==> src/rtl/vc_req_sel_rr.sv <==
// Virtual-channel request selector for one router input port.
//
// Picks one requesting VC round-robin and presents its one-hot output-port
// request to the switch allocator as a registered, stable request. The
// request is held until it is granted, squashed (the VC drops its valid), or
// times out after WAIT_LIMIT ungranted cycles. After a grant or timeout the
// next requester is loaded back-to-back with no bubble cycle.
//
// Ports:
//   clk        clock; all state updates on the rising edge
//   reset      synchronous, active-high reset
//   vc_valid   per-VC head-flit valid
//   req_in     per-VC request vectors, VC v in [v*NUM_PORT +: NUM_PORT]
//   grant      allocator accepted the presented request this cycle
//   req_valid  req_out/sel_vc carry a live request
//   req_out    registered request vector of the selected VC
//   sel_vc     index of the selected VC
//   timeout    one-cycle pulse when a held request is rotated out by timeout

module vc_req_sel_rr #(
  parameter int unsigned NUM_VC         = 5,
  parameter int unsigned NUM_PORT       = 5,
  parameter int unsigned VC_INDEX_WIDTH = 3,
  parameter int unsigned WAIT_LIMIT     = 15,
  parameter int unsigned WAIT_W         = 4
) (
  input  logic                        clk,
  input  logic                        reset,
  input  logic [NUM_VC-1:0]           vc_valid,
  input  logic [NUM_VC*NUM_PORT-1:0]  req_in,
  input  logic                        grant,
  output logic                        req_valid,
  output logic [NUM_PORT-1:0]         req_out,
  output logic [VC_INDEX_WIDTH-1:0]   sel_vc,
  output logic                        timeout
);

  typedef enum logic [0:0] {StIdle, StHold} state_e;

  localparam logic [VC_INDEX_WIDTH-1:0] LastVc   = VC_INDEX_WIDTH'(NUM_VC - 1);
  localparam logic [VC_INDEX_WIDTH:0]   NumVcExt = (VC_INDEX_WIDTH + 1)'(NUM_VC);
  localparam logic [WAIT_W-1:0]         WaitLim  = WAIT_W'(WAIT_LIMIT);
  localparam bit                        TimeoutEn = (WAIT_LIMIT != 0);

  state_e                      state_q, state_d;
  logic [VC_INDEX_WIDTH-1:0]   rr_ptr_q, rr_ptr_d;
  logic [WAIT_W-1:0]           wait_q, wait_d;
  logic                        req_valid_q, req_valid_d;
  logic [NUM_PORT-1:0]         req_out_q, req_out_d;
  logic [VC_INDEX_WIDTH-1:0]   sel_vc_q, sel_vc_d;
  logic                        timeout_q, timeout_d;

  logic [VC_INDEX_WIDTH-1:0]   sel_next;
  logic [VC_INDEX_WIDTH-1:0]   search_start;
  logic [2*NUM_VC-1:0]         vld_rot;
  logic                        found;
  logic [VC_INDEX_WIDTH-1:0]   found_off;
  logic [VC_INDEX_WIDTH:0]     found_sum;
  logic [VC_INDEX_WIDTH-1:0]   found_idx;
  logic [NUM_PORT-1:0]         found_req;
  logic                        held_valid;
  logic                        load, release_req;

  // Explicit compare so non-power-of-two VC counts wrap correctly.
  assign sel_next = (sel_vc_q == LastVc) ? '0 : sel_vc_q + VC_INDEX_WIDTH'(1);

  // Idle searches from the RR pointer; a held request reselects starting
  // just past itself, so it comes last among current requesters.
  assign search_start = (state_q == StHold) ? sel_next : rr_ptr_q;

  // Rotate a doubled copy so bit i is VC (search_start + i) mod NUM_VC.
  assign vld_rot = {vc_valid, vc_valid} >> search_start;

  always_comb begin
    found     = 1'b0;
    found_off = '0;
    for (int i = 0; i < NUM_VC; i++) begin
      if (!found && vld_rot[i]) begin
        found     = 1'b1;
        found_off = VC_INDEX_WIDTH'(i);
      end
    end
    found_sum = {1'b0, search_start} + {1'b0, found_off};
    if (found_sum >= NumVcExt) begin
      found_sum = found_sum - NumVcExt;
    end
    found_idx = found_sum[VC_INDEX_WIDTH-1:0];
  end

  always_comb begin
    found_req  = '0;
    held_valid = 1'b0;
    for (int v = 0; v < NUM_VC; v++) begin
      if (found_idx == VC_INDEX_WIDTH'(v)) begin
        found_req = req_in[v*NUM_PORT +: NUM_PORT];
      end
      if (sel_vc_q == VC_INDEX_WIDTH'(v)) begin
        held_valid = vc_valid[v];
      end
    end
  end

  always_comb begin
    state_d     = state_q;
    rr_ptr_d    = rr_ptr_q;
    wait_d      = wait_q;
    req_valid_d = req_valid_q;
    req_out_d   = req_out_q;
    sel_vc_d    = sel_vc_q;
    timeout_d   = 1'b0;
    load        = 1'b0;
    release_req = 1'b0;

    unique case (state_q)
      StIdle: begin
        load        = found;
        release_req = !found;
      end
      StHold: begin
        if (grant) begin
          rr_ptr_d    = sel_next;
          load        = found;
          release_req = !found;
        end else if (!held_valid) begin
          // Squash: pointer untouched so this VC keeps priority on return.
          release_req = 1'b1;
        end else if (TimeoutEn && (wait_q == WaitLim)) begin
          rr_ptr_d    = sel_next;
          timeout_d   = 1'b1;
          load        = found;
          release_req = !found;
        end else if (wait_q != WaitLim) begin
          wait_d = wait_q + WAIT_W'(1);
        end
      end
      default: release_req = 1'b1;
    endcase

    if (load) begin
      state_d     = StHold;
      req_valid_d = 1'b1;
      req_out_d   = found_req;
      sel_vc_d    = found_idx;
      wait_d      = '0;
    end
    if (release_req) begin
      state_d     = StIdle;
      req_valid_d = 1'b0;
      req_out_d   = '0;
      sel_vc_d    = '0;
      wait_d      = '0;
    end
  end

  always_ff @(posedge clk) begin
    if (reset) begin
      state_q     <= StIdle;
      rr_ptr_q    <= '0;
      wait_q      <= '0;
      req_valid_q <= 1'b0;
      req_out_q   <= '0;
      sel_vc_q    <= '0;
      timeout_q   <= 1'b0;
    end else begin
      state_q     <= state_d;
      rr_ptr_q    <= rr_ptr_d;
      wait_q      <= wait_d;
      req_valid_q <= req_valid_d;
      req_out_q   <= req_out_d;
      sel_vc_q    <= sel_vc_d;
      timeout_q   <= timeout_d;
    end
  end

  assign req_valid = req_valid_q;
  assign req_out   = req_out_q;
  assign sel_vc    = sel_vc_q;
  assign timeout   = timeout_q;

endmodule

==> config.mk <==
export PLATFORM = sky130hd
export DESIGN_NAME = vc_req_sel_rr
export DESIGN_NICKNAME = d
export VERILOG_FILES = /design/src/rtl/vc_req_sel_rr.sv
export SDC_FILE = /design/constraint.sdc
export NUM_CORES = 1
export LEC_CHECK = 0
export BUFFER_PORTS_ARGS = -buffer_cell sky130_fd_sc_hd__buf_2
export CORE_MARGIN = 5
export CORE_UTILIZATION = 55
export CTS_CLUSTER_DIAMETER = 60
export DETAILED_ROUTE_END_ITERATION = 16
export PLACE_DENSITY_LB_ADDON = 0.2
export SLEW_MARGIN = 20
export SYNTH_ARGS = -nofsm -noshare
export SYNTH_HDL_FRONTEND = slang
export SYNTH_SLANG_ARGS = --single-unit
==> constraint.sdc <==
create_clock -name clk -period 10.3 [get_ports clk]
set_input_delay 1.545 -clock clk [delete_from_list [all_inputs] [get_ports clk]]
set_output_delay 1.545 -clock clk [all_outputs]
set_load 0.01 [all_outputs]
==> metrics <==
status complete, no violations; TNS Setup 0 ps; FILL cells 271; area share of the leading cell type in the synthesized netlist 0.197; Worst setup SP type flip-flop; Hold Path Stages 1; CTS H-tree lvls 1; Worst-Skew Late Latency 300 ps; Yosys top cell by area dfxtp_1; clk buf depth 2; IO Port Bufs 42; Post-route DRC 0; nets@finish 290; r2r setup slk 5050 ps; row cnt 20; Worst-path clk slew 110 ps; Die X-Extent 66.1 µm; commonest non-fill, non-tap cells in the layout 42 x buf_2, 22 x mux2i_1, 17 x dfxtp_1; Leak 0.946 nW; vias in the first global route 1564; Slew Viols, Final 0; num ports 43; Initial Utilization 0.571; Final Instance Count excl. Fillers 288; most common cell after layout, fill and taps aside buf_2; Max IR drop VDD 0.212 mV; CTS tree built; Synth warnings 0; Adder-Cell Fraction of Synth Area 0.0912; Worst setup EP type flip-flop; antenna cells 0; hold path start wait_q[0]; final hold vios 0; first-pass GRT wire length 6840 µm; final core utilization 0.652; max frequency 191 MHz; FF-to-FF Start sel_vc[0]; WL per Instance 13.6 µm; sequential share of the synthesized area 0.197; placed cell count 284; Final setup viols 0; crit-path max FO 11; mux contribution to synthesized area 0.154; max-cap violations 0; gr usage total 0.196; Synth Area in Simple Gates 0.169; layout cells sized above 1 0.254; cell count after synthesis 206; Synth Area in XOR/XNOR 0.0362; post-route cell area 1970 µm²; Core Region 3030 µm²; Yosys reg bits 17; Worst path most repeated cell inv_1; CP Data Arrival Time 5450 ps; Overflow after GRT 0; antenna viol nets, final 0; largest family of logic cells by synthesized area compound AO/OA/AOI/OAI gates; root buf cell clkbuf_4; vias per cell 5.86; Max stage delay cell, worst path fa_1; clk_skew 4.26 ps; PD cells 318 nW/µm²; Power Total 0.628 mW; worst reg2reg path depth 20; worst-path cell chain inv_1 > ha_1 > a21boi_2 > a21oi_2 > inv_2 > nor2_1 > o311ai_1 > a21oi_2 > a21boi_1 > nor2b_1 > fa_1 > inv_1 > ha_1 > inv_1 > o21ai_0 > nand2_2 > xnor2_4 > mux2i_1 > o221ai_1 > a32o_1; CTS Hold Bufs 0; r2r endpoint req_out[0]; Die Height 66.1 µm; delay-heaviest family, CP compound AO/OA/AOI/OAI gates; syn_area_per_cell 8.39 µm²; initial antenna violation count 0; Slew headroom 0.362; syn_nets 251; Post-synth ARST share 0; Post-synth EDFFs 0; Clock Sinks 17; synth unique cells 52; CTS buffer count 3; Hold EP wait_q[0]; WP data required 10500 ps; post-DP HPWL 3120 µm; Worst-Margin Slew 954 ps; final RePlAce weighted congestion 0.930; Final period util 0.510; Syn-to-layout area delta 14.3%; Synth Area in Compound Gates 0.283; largest net degree at the start of global routing 15; Placed Area 1940 µm²; Routed WL 3920 µm; # Post-CTS Setup Buffers 0; CP peak stage delay 510 ps; worst min path class flip-flop to flip-flop; Die ar. 4360 µm²; Area contributors post-synth dfxtp_1 20%, mux2i_1 13%, ha_1 8.0%; RSZ-0062 raised after global routing false; Synth Flop Type dfxtp_1; Worst Path Buf+Inv 4; Vias 1687; post-CTS sizing 0; Starting DRT DRC Count 198; fin crit period 5250 ps; Post-Synthesis Cell Area 1730 µm²; kind of critical path flip-flop to flip-flop; DRT Pass-1 Iters 4
registers in the layout, summed over array words and instances (netlist names):
register   cells
req_out        5
req_valid      1
rr_ptr_q       3
sel_vc         3
timeout        1
wait_q         4
Yosys cell counts (all sizes together) (3+ instances only):
library cell	count
inv	19
and2	3
o221ai	5
a21oi	9
nand3	7
xor2	3
nand2	13
o21ai	17
a32o	8
nor2	15
ha	11
mux2i	24
a31oi	4
dfxtp	17
buf	6
o22a	5
nor3	5
nor2b	3
cell families after synthesis:
family,Yosys count
DFF,17
muxes,24
xor gates and xnor gates,5
buffers and inverters,27
adders and majority gates,12
AOI/OAI and AO/OA,65
and+or+nand+nor,56
final cells by class:
class	instances	area (µm²)	share of cell area
clock inverter	1	7.51	0.00380
multi-input combinational	162	1270	0.642
sequential	17	340	0.172
inverter	19	71.3	0.0361
clock buffer	3	22.5	0.0114
tap	44	55.1	0.0279
timing repair buffer	42	210	0.106
metal layers:
| layer | up-vias | global-route usage | wire length (µm) |
|---|---|---|---|
| li1 | 848 | - | - |
| met1 | 765 | 0.262 | 1790 |
| met2 | 70 | 0.319 | 1850 |
| met3 | 4 | 0.0391 | 265 |
| met4 | 0 | 0.0533 | 19 |
| met5 | - | 0 | 0 |
through the flow:
| step | setup WS [ps] | hold slack (ps) |
|---|---|---|
| 2_1_floorplan | 5570 | 421 |
| 3_3_place_gp | 4990 | 437 |
| 3_5_place_dp | 5050 | 445 |
| 4_1_cts | 5030 | 462 |
| 5_1_grt | 4510 | 483 |
| 6_report | 5050 | 453 |
where the power goes:
group | switching (mW) | internal (mW) | leakage (nW)
Sequential | 0.0132 | 0.0791 | 0.139
Combinational | 0.275 | 0.222 | 0.793
Clock | 0.0233 | 0.0148 | 0.0139
how the worst max path moves through the flow:
stage | start | cells past startpoint | slack [ps] | to
after floorplan | vc_valid[3] | 16 | 5570 | req_out[0]
after global placement | vc_valid[3] | 16 | 4990 | req_out[0]
after detailed placement | sel_vc[0] | 20 | 5050 | req_out[0]
after CTS | sel_vc[0] | 20 | 5030 | req_out[0]
after global routing | sel_vc[0] | 20 | 4510 | req_out[0]
final | sel_vc[0] | 20 | 5050 | req_out[0]
No activity file was read; power rests on OpenSTA's default activity.
